--- src/rtl/serial_alu.sv ---
// Multi-cycle MIPS-style ALU: a SLICE-bit adder/logic slice is iterated WIDTH/SLICE times
// over latched operands, with valid/ready handshakes on both sides.
module serial_alu #(
  parameter int unsigned WIDTH = 32,
  parameter int unsigned SLICE = 1
) (
  input  logic             clk,
  input  logic             rst_n,
  input  logic             in_valid,
  output logic             in_ready,
  input  logic [3:0]       op,
  input  logic [WIDTH-1:0] a,
  input  logic [WIDTH-1:0] b,
  output logic             out_valid,
  input  logic             out_ready,
  output logic [WIDTH-1:0] result,
  output logic             zero,
  output logic             cout,
  output logic             overflow
);

  localparam int unsigned STEPS = WIDTH / SLICE;
  localparam int unsigned CntW  = (STEPS > 1) ? $clog2(STEPS) : 1;

  localparam logic [3:0] OpAnd = 4'b0000;
  localparam logic [3:0] OpOr  = 4'b0001;
  localparam logic [3:0] OpAdd = 4'b0010;
  localparam logic [3:0] OpSub = 4'b0110;
  localparam logic [3:0] OpSlt = 4'b0111;
  localparam logic [3:0] OpNor = 4'b1100;

  typedef enum logic [1:0] {StIdle, StRun, StDone} state_e;

  state_e            state_q, state_d;
  logic [3:0]        op_q, op_d;
  logic [WIDTH-1:0]  a_q, a_d, b_q, b_d;
  logic [CntW-1:0]   cnt_q, cnt_d;
  logic              carry_q, carry_d;
  logic [WIDTH-1:0]  result_q, result_d;
  logic              zero_q, zero_d;
  logic              cout_q, cout_d;
  logic              ovf_q, ovf_d;
  logic              out_valid_q, out_valid_d;

  logic [31:0]       shamt;
  logic [SLICE-1:0]  a_s, b_s, b_eff, slice_res;
  logic [SLICE:0]    sum;
  logic              is_sub, is_arith, c_msb_in, slice_ovf, less, last;

  // Slice datapath: one SLICE-wide adder shared by ADD/SUB/SLT, plus bitwise logic.
  always_comb begin
    shamt     = 32'(cnt_q) * SLICE;
    a_s       = SLICE'(a_q >> shamt);
    b_s       = SLICE'(b_q >> shamt);
    is_sub    = (op_q == OpSub) || (op_q == OpSlt);
    is_arith  = is_sub || (op_q == OpAdd);
    b_eff     = is_sub ? ~b_s : b_s;
    sum       = {1'b0, a_s} + {1'b0, b_eff} + {{SLICE{1'b0}}, carry_q};
    // Carry into the slice MSB recovered from the sum bit, avoids a separate low adder.
    c_msb_in  = sum[SLICE-1] ^ a_s[SLICE-1] ^ b_eff[SLICE-1];
    slice_ovf = c_msb_in ^ sum[SLICE];
    less      = sum[SLICE-1] ^ slice_ovf;
    last      = (cnt_q == CntW'(STEPS - 1));
    case (op_q)
      OpAnd:                slice_res = a_s & b_s;
      OpOr:                 slice_res = a_s | b_s;
      OpNor:                slice_res = ~(a_s | b_s);
      OpAdd, OpSub, OpSlt:  slice_res = sum[SLICE-1:0];
      default:              slice_res = '0;
    endcase
  end

  always_comb begin
    state_d     = state_q;
    op_d        = op_q;
    a_d         = a_q;
    b_d         = b_q;
    cnt_d       = cnt_q;
    carry_d     = carry_q;
    result_d    = result_q;
    zero_d      = zero_q;
    cout_d      = cout_q;
    ovf_d       = ovf_q;
    out_valid_d = out_valid_q;
    case (state_q)
      StIdle: begin
        if (in_valid) begin
          op_d     = op;
          a_d      = a;
          b_d      = b;
          cnt_d    = '0;
          carry_d  = (op == OpSub) || (op == OpSlt);
          result_d = '0;
          state_d  = StRun;
        end
      end
      StRun: begin
        carry_d = sum[SLICE];
        cnt_d   = cnt_q + CntW'(1);
        if (op_q != OpSlt) begin
          result_d = result_q | (WIDTH'(slice_res) << shamt);
        end
        if (last) begin
          cout_d = is_arith & sum[SLICE];
          ovf_d  = is_arith & slice_ovf;
          if (op_q == OpSlt) begin
            result_d = WIDTH'(less);
          end
          zero_d      = (result_d == '0);
          out_valid_d = 1'b1;
          cnt_d       = '0;
          state_d     = StDone;
        end
      end
      StDone: begin
        if (out_ready) begin
          out_valid_d = 1'b0;
          state_d     = StIdle;
        end
      end
      default: state_d = StIdle;
    endcase
  end

  always_ff @(posedge clk or negedge rst_n) begin
    if (!rst_n) begin
      state_q     <= StIdle;
      op_q        <= '0;
      a_q         <= '0;
      b_q         <= '0;
      cnt_q       <= '0;
      carry_q     <= 1'b0;
      result_q    <= '0;
      zero_q      <= 1'b0;
      cout_q      <= 1'b0;
      ovf_q       <= 1'b0;
      out_valid_q <= 1'b0;
    end else begin
      state_q     <= state_d;
      op_q        <= op_d;
      a_q         <= a_d;
      b_q         <= b_d;
      cnt_q       <= cnt_d;
      carry_q     <= carry_d;
      result_q    <= result_d;
      zero_q      <= zero_d;
      cout_q      <= cout_d;
      ovf_q       <= ovf_d;
      out_valid_q <= out_valid_d;
    end
  end

  assign in_ready  = (state_q == StIdle);
  assign out_valid = out_valid_q;
  assign result    = result_q;
  assign zero      = zero_q;
  assign cout      = cout_q;
  assign overflow  = ovf_q;

endmodule
--- config.mk ---
export PLATFORM = sky130hd
export DESIGN_NAME = serial_alu
export DESIGN_NICKNAME = d
export VERILOG_FILES = /design/src/rtl/serial_alu.sv
export SDC_FILE = /design/constraint.sdc
export NUM_CORES = 1
export LEC_CHECK = 0
export BUFFER_PORTS_ARGS = -buffer_cell sky130_fd_sc_hd__buf_2
export CAP_MARGIN = 20
export CORE_MARGIN = 2
export CORE_UTILIZATION = 57
export DETAILED_ROUTE_END_ITERATION = 8
export HOLD_SLACK_MARGIN = 0.1
export PLACE_DENSITY_LB_ADDON = 0.15
export SLEW_MARGIN = 0
export SYNTH_ARGS = -nofsm -noshare
export SYNTH_HDL_FRONTEND = slang
export SYNTH_SLANG_ARGS = --single-unit
--- constraint.sdc ---
create_clock -name clk -period 5.85 [get_ports clk]
set_input_delay 0.585 -clock clk [delete_from_list [all_inputs] [get_ports clk]]
set_output_delay 0.585 -clock clk [all_outputs]
set_load 0.005 [all_outputs]
==> impl_metrics.toml, run 1 <==
[logic_synthesis]
synth-seq-area-share_pct = 52.8
ys_seq_elements = 112
synth_cells = 465
synth_nets = 542
synth_cell_type_count = 41
synth_edf_count = 0
ys_warn_count = 0
synthArstFlopShare_pct = 100
syn_area_um2 = 5310
syn_avg_cell_area_um2 = 11.4
synth_ff_type = "dfrtp_1"

[setup_path]
cp_max_fo = 27
worstPathArrival_ps = 3870
path_depth = 10
worstReg2RegEnd = "result[25]"
r2r_cells = 10
crit_type = "register to register"
crit_start = "cnt_q[2]"
rrSetupSlack_ps = 2240
crit_path_max_incr_delay_ps = 730
crit_family = "simple AND/OR/NAND/NOR gates"
crit_top_cell = "nor2_1"
worstPathCellList = "nor2_1 > a22oi_1 > nand3_1 > nand4_1 > xor2_1 > fa_1 > nor2_1 > a211oi_4 > buf_16 > o41ai_1"
critPathLaunchType = "register"
timing.rr.start = "cnt_q[2]"
end_kind = "register"
path_buf_inv = 1
slowest_stage = "nor2_1"
required_ps = 6110
setup.worst_path.end = "result[25]"

[cts]
root_buffer = "clkbuf_8"
cts_tree = "done"
cts.sinks = 112
cts.clk_slew.worst_paths_ps = 110
post-cts-setup-buffer-count = 0
htree_levels = 3
ctsHoldBuffers = 0
cts_made_buffers = 9
clk_path_buf_depth = 2
clkLatencyLatePin_ps = 380
cts_resized = 0

[sta]
setup_viol = 0
final-hold-violation-count = 0
drv_slew = 0
rsz0062_at_grt = "false"
fin_worst_skew_ps = 8.66
finalCritPeriodShare_pct = 61.7
tightest_slew_ps = 971
relSlewSlack_pct = 35.1
clock.fmax_mhz = 277
tns_ps = 0
fin_crit_ps = 3610

[grt]
grt_pass1_wl_um = 19200
grt_overflow = 0
track_usage_pct = 24.7
first_global_vias = 3931
antenna_found_initial = 0
grt_max_degree = 80

[min_path]
min-delay-path-class = "input pin to asynchronous set/reset pin"

[placed_design]
hpwl_um = 8260
numPortBuffers = 108
gp_congestion = 0.838
place_area_um2 = 5850

[floorplanning]
dieArea_um2 = 10100
placementRows = 35
die_h_um = 101
die_w_um = 101
core_area_um2 = 9150
io_pins = 109
start_util_pct = 58.0

[drt]
vias_per_cell = 5.82
wl_per_cell_um = 17.2
drc = 0
via_count = 3915
drt-initial-drc-count = 116
finalWirelength_um = 11600
dr.pass1.iters = 4
ant_nets = 0

[cells_and_area]
nets = 634
area_delta_synth_final_pct = 15.4
fillCellCount = 722
fin_area_um2 = 6130
diodes = 0
drive_above_1_share_pct = 36.1

[power_and_ir_drop]
peakVddDrop_mv = 0.334
cellPowerDensity_nw_per_um2 = 571
p_leak_nw = 2.85

[run]
maxCapViolations = 0

[status]
status = "finished clean"
## cell usage in the layout (no fill, tap or decap), types with 2 or more instances in the layout
cell type  count
dfrtp_1      111
buf_2        107
mux2_2        68
nand2_1       53
mux2i_1       32
nand3_1       26
o21ai_1       18
a22oi_1       16
o21ai_0       16
nand4_1       11
nor2_1        10
clkbuf_8       9
nor4_1         8
nor3_1         7
nor2b_1        6
inv_1          6
a21oi_1        6
o41ai_1        6
inv_6          4
buf_4          4
o31ai_1        3
a22o_1         3
ha_1           3
and3_1         2
or3_1          2
xnor2_1        2
nand2b_1       2
fa_1           2
bufinv_16      2
## area by class of cell
cell class / instances / area (um^2) / area share (%)
clock buffer: 9 / 124 / 2.02
clock inverter: 7 / 106 / 1.74
inverter: 6 / 22.5 / 0.367
multi-input combinational: 315 / 2320 / 37.9
sequential: 112 / 2800 / 45.7
tap: 111 / 139 / 2.27
timing repair buffer: 113 / 613 / 10.0
## logic make-up (layout without fill, tap and decap cells)
kind of cell	after synthesis	after routing	share of synthesized area [%]
and+or+nand+nor	134	134	12.3
DFF	112	112	52.8
muxes	100	100	20.4
AOI/OAI and AO/OA	72	72	8.79
buffers and inverters	38	135	3.58
adders and majority gates	6	6	1.67
xor gates and xnor gates	3	3	0.495
## how the worst min path moves through the flow
| stage | start | end | slack (ps) |
|---|---|---|---|
| after floorplan | rst_n | a_q[0] | 290 |
| after global placement | cout | cout | 460 |
| after detailed placement | overflow | overflow | 470 |
| after CTS | rst_n | out_valid | 130 |
| after global routing | rst_n | out_valid | 140 |
| final | rst_n | out_valid | 130 |
## power breakdown
part | internal [mW] | total [mW] | switching (mW)
sequential | 1.12 | 1.39 | 0.270
combinational | 0.761 | 1.57 | 0.814
clock | 0.251 | 0.530 | 0.279
total | 2.13 | 3.50 | 1.36
## synth_stat cells, types with 7 or more instances
cell type,n,area (um^2)
a22oi_1,16,120
mux2_2,68,766
nor4_1,8,50.1
o21ai_1,18,90.1
mux2i_1,32,320
buf_4,7,52.6
nor2_1,10,37.5
nor3_1,7,35.0
clkbuf_1,10,37.5
o21ai_0,16,80.1
nand3_1,26,130
buf_1,8,30.0
dfrtp_1,112,2800
nand4_1,11,68.8
nand2_1,53,199
## flip-flops by register name, summed over array words and instances, names as in the netlist
name       flops
cnt_q          5
a_q           32
out_valid      1
b_q           32
overflow       1
state_q        2
op_q           4
zero           1
cout           1
carry_q        1
result        32
## per-layer routing
| layer | global-route usage (%) | up-vias | part of all wire, % |
|---|---|---|---|
| met2 | 38.4 | 123 | 48 |
| li1 | - | 1855 | - |
| met4 | 10.4 | 0 | 2.5 |
| met3 | 4.58 | 26 | 5.3 |
| met1 | 34.2 | 1911 | 44 |
| met5 | 0 | - | 0 |
## metrics by stage
stage                     hold WS (ps)  instances  worst slack, ps  util [%]  power [mW]
final                              126        673             2240      67.0        3.50
after floorplan                    289        465             3060         -        2.54
after CTS                          133        671             1740      66.5        3.44
after detailed placement           470        655             1740      63.9        2.92
after global placement             462        655             1920      63.9        2.85
after global routing               138        673             2030      67.0        3.76
(Power assumes the default switching activity.)
==> inputs of run 2 (changes only) <==
CORE_UTILIZATION = 55   (was 57)
clock period = 3.6 ns   (was 5.85 ns; I/O delays follow)
==> run 2 against run 1 <==
Effect of this change: non-clock buffer count rose by 8; via count rose by 1.3%; core utilization fell by 0.94 points; total power rose by 59%; critical path depth rose by 1; design area rose by 0.49%; sequential share of layout area fell by 0.22 points; critical endpoint is now result[24].
==> impl_metrics.toml, run 2 (synthesis gave the netlist of run 1 again) <==
[cts]
cts_made_buffers = 9
clk_path_buf_depth = 2
cts_tree = "done"
post-cts-setup-buffer-count = 0
clkLatencyLatePin_ps = 380
cts.clk_slew.worst_paths_ps = 110
htree_levels = 3
cts.sinks = 112
root_buffer = "clkbuf_8"

[sta]
finalCritPeriodShare_pct = 90.4
relSlewSlack_pct = 33.0
tightest_slew_ps = 1000
fin_worst_skew_ps = 13.3
rsz0062_at_grt = "false"
setup_viol = 0
drv_slew = 0
setup_ws_ps = 344
clock.fmax_mhz = 307
tns_ps = 0
fin_crit_ps = 3260
final-hold-violation-count = 0

[cells_and_area]
nets = 642
layout_common_cells = "dfrtp_1 (111), buf_2 (107), mux2_2 (68)"
diodes = 0
mostFrequentLayoutCell = "dfrtp_1"
final_core_util_pct = 66.0
final_cell_count_no_fill = 699
area_delta_synth_final_pct = 15.9
fillCellCount = 747
drive_above_1_share_pct = 36.8

[drt]
finalWirelength_um = 11600
dr.pass1.iters = 4
via_count = 3967
drc = 0
vias_per_cell = 5.68
wl_per_cell_um = 16.6
drt-initial-drc-count = 156
ant_nets = 0

[setup_path]
end_kind = "register"
slowest_stage = "fa_1"
rrSetupSlack_ps = 340
critPathLaunchType = "register"
cp_max_fo = 33
required_ps = 3860
worstPathArrival_ps = 3510
worstPathCellList = "buf_6 > mux2i_1 > a22oi_1 > nand3_1 > nand4_1 > xor2_1 > fa_1 > nor2_1 > a211oi_4 > buf_4 > o41ai_1"
crit_path_max_incr_delay_ps = 470
crit_type = "register to register"

[placed_design]
gp_congestion = 0.847
numPortBuffers = 108
placedCellCount = 682
post-place-ws_ps = 285
hpwl_um = 8400

[power_and_ir_drop]
cellPowerDensity_nw_per_um2 = 905
peakVddDrop_mv = 0.395
p_leak_nw = 2.86

[status]
status = "finished clean"

[floorplanning]
placementRows = 35
die_h_um = 102
start_util_pct = 57.0
io_pins = 109
dieArea_um2 = 10500
core_area_um2 = 9330
die_w_um = 102

[grt]
grt_pass1_wl_um = 19300
first_global_vias = 3892
grt_max_degree = 70
grt_overflow = 0
track_usage_pct = 23.7
antenna_found_initial = 0

[run]
maxCapViolations = 0

[min_path]
min-delay-path-class = "input pin to register"
-- run 2: timing repair --
| item | in CTS | in global routing |
|---|---|---|
| setup endpoints to repair | 0 | 1 |
| gates resized for setup | 0 | 2 |
| hold endpoints to repair | 36 | 0 |
| hold buffers | 1 | 0 |
-- run 2: cell type report --
type | count | area [um^2] | share of cell area (%)
Clock buffer | 10 | 128 | 2.07
Timing Repair Buffer | 121 | 647 | 10.5
Sequential cell | 112 | 2800 | 45.5
Multi-Input combinational cell | 315 | 2320 | 37.7
Tap cell | 129 | 161 | 2.62
Inverter | 6 | 22.5 | 0.366
Clock inverter | 6 | 75.1 | 1.22
-- run 2: worst paths after layout --
check / start / endpoint / cells past startpoint
min in group asynchronous: rst_n / overflow / 2
setup / recovery: cnt_q[0] / result[24] / 11
max in group asynchronous: rst_n / result[28] / 3
hold reg to reg: cout / cout / 2
hold / removal: out_ready / state_q[1] / 2
setup reg to reg: cnt_q[0] / result[24] / 11
-- run 2: through the flow --
stage	hold slack, ps	area [um^2]	total power, mW
3_3_place_gp	342	5940	4.70
6_report	159	6160	5.57
2_1_floorplan	64.4	5310	4.13
3_5_place_dp	347	5940	4.81
4_1_cts	158	6150	5.59
5_1_grt	164	6160	6.00
-- run 2: power by group --
| group | leakage, nW | switching, mW | internal (mW) |
|---|---|---|---|
| clock network | 0.0994 | 0.452 | 0.334 |
| logic | 1.36 | 1.35 | 1.20 |
| registers | 1.39 | 0.407 | 1.83 |
-- run 2: routing by layer --
metal  up-vias  routed length (um)  GRT usage (%)
met3        14                 571           4.65
met2       114                5500           37.9
met4         0                 163           6.67
met1      1952                5370           33.3
met5         -                   0              0
li1       1887                   -              -
-- run 2: critical path: cells and delay by family (launching register included) --
family / cells / cell delay (ps)
AOI/OAI and AO/OA: 3 / 570
buffers and inverters: 2 / 550
xor gates and xnor gates: 1 / 360
and+or+nand+nor: 3 / 500
adders and majority gates: 1 / 470
DFF: 1 / 420
muxes: 1 / 260
==> inputs of run 3 (changes only) <==
CORE_UTILIZATION = 30   (was 55)
clock period = 4.2 ns   (was 3.6 ns; I/O delays follow)
==> run 3 against run 2 <==
Effect of this change: final cell count up 13%; via count is 0.40% lower; sequential power down 12%; global-route usage down 8.6 points; critical path depth is the same; routed wire length rose by 17%; first-iteration DRC count increased by 11%; register-to-register slack improved by 390 ps.
==> impl_metrics.toml, run 3 (synthesis gave the netlist of run 1 again) <==
[drt]
ant_nets = 0
drt-initial-drc-count = 173
dr.pass1.iters = 4
drc = 0
via_count = 3951
wl_per_cell_um = 17.2
finalWirelength_um = 13600
vias_per_cell = 4.98

[placed_design]
gp_congestion = 0.774
hpwl_um = 9880
numPortBuffers = 108
placedCellCount = 776

[sta]
final-hold-violation-count = 0
relSlewSlack_pct = 44.3
drv_slew = 0
tns_ps = 0
hold_slack_ps = 155
setup_viol = 0
fin_crit_ps = 3470
rsz0062_at_grt = "false"
fin_worst_skew_ps = 12.0
clock.fmax_mhz = 288
finalCritPeriodShare_pct = 82.6
tightest_slew_ps = 836

[run]
maxCapViolations = 0

[setup_path]
r2r_cells = 11
worstReg2RegEnd = "result[9]"
timing.rr.start = "cnt_q[0]"
end_kind = "register"
crit_type = "register to register"
critPathLaunchType = "register"
worstPathArrival_ps = 3710
cp_max_fo = 35
crit_start = "cnt_q[0]"
rrSetupSlack_ps = 730
required_ps = 4440

[floorplanning]
die_h_um = 137
io_pins = 109
placementRows = 48
start_util_pct = 30.7
dieArea_um2 = 18800
die_w_um = 137
core_area_um2 = 17300

[cells_and_area]
layout_common_cells = "dfrtp_1 (111), buf_2 (107), mux2_2 (68)"
final_cell_count_no_fill = 793
fillCellCount = 1747
ff_latch_area_um2 = 2800
diodes = 0
drive_above_1_share_pct = 36.3
area_delta_synth_final_pct = 19.8
multi_input_area_um2 = 2320
nets = 640
mostFrequentLayoutCell = "dfrtp_1"

[cts]
root_buffer = "clkbuf_16"
clk_path_buf_depth = 2
htree_levels = 3
cts.clk_slew.worst_paths_ps = 70
cts_resized = 0
clkLatencyLatePin_ps = 350
cts_tree = "done"
ctsHoldBuffers = 0
cts.sinks = 112
cts_made_buffers = 9
post-cts-setup-buffer-count = 0

[grt]
grt_pass1_wl_um = 21700
antenna_found_initial = 0
grt_max_degree = 64
grt_overflow = 0
first_global_vias = 4005
track_usage_pct = 15.0

[power_and_ir_drop]
p_leak_nw = 2.90
cellPowerDensity_nw_per_um2 = 788
peakVddDrop_mv = 0.463

[status]
status = "finished clean"

[min_path]
min-delay-path-class = "input pin to asynchronous set/reset pin"
-- run 3: how the worst max path moves through the flow --
stage	end	slack, ps
5_1_grt	result[25]	480
3_5_place_dp	result[25]	730
4_1_cts	result[25]	700
6_report	result[9]	730
3_3_place_gp	result[31]	880
2_1_floorplan	result[25]	1410
-- run 3: per-layer routing --
metal	vias to the layer above	track usage, %	share of wire [%]	wire (um)
li1	1882	-	-	-
met4	0	3.95	1.2	170
met2	96	23.4	45	6150
met3	12	2.63	4.0	540
met1	1961	21.5	50	6760
met5	-	0	0	0
-- run 3: cell type report --
type / count / share of cell area [%]
well taps: 225 / 4.42
flip-flops and latches: 112 / 44.1
repair buffers: 119 / 10.1
clock buffers: 12 / 3.72
multi-input cells: 315 / 36.5
clock inverters: 4 / 0.826
inverters: 6 / 0.354
-- run 3: where the power goes --
part / leakage [nW] / internal, mW / switching, mW
combinational: 1.36 / 1.02 / 1.16
clock: 0.141 / 0.467 / 0.394
sequential: 1.39 / 1.57 / 0.402
-- run 3: critical path, stage by stage (launching register included) --
cell and delay [ps]:
dfrtp_2 680, buf_4 500, mux2i_1 250, a22oi_1 110, nand3_1 140, nand4_2 200, inv_1 160, fa_1 420
nor2_1 200, a211oi_4 40, buf_4 260, o41ai_1 380
-- run 3: through the flow --
| stage | cell area (um^2) | power (mW) | util [%] | setup WS, ps |
|---|---|---|---|---|
| 4_1_cts | 6340 | 5.07 | 36.6 | 704 |
| 3_5_place_dp | 6050 | 4.20 | 35.0 | 728 |
| 5_1_grt | 6360 | 5.42 | 36.8 | 483 |
| 2_1_floorplan | 5310 | 3.54 | - | 1410 |
| 6_report | 6360 | 5.02 | 36.8 | 732 |
| 3_3_place_gp | 6050 | 4.13 | 35.0 | 876 |
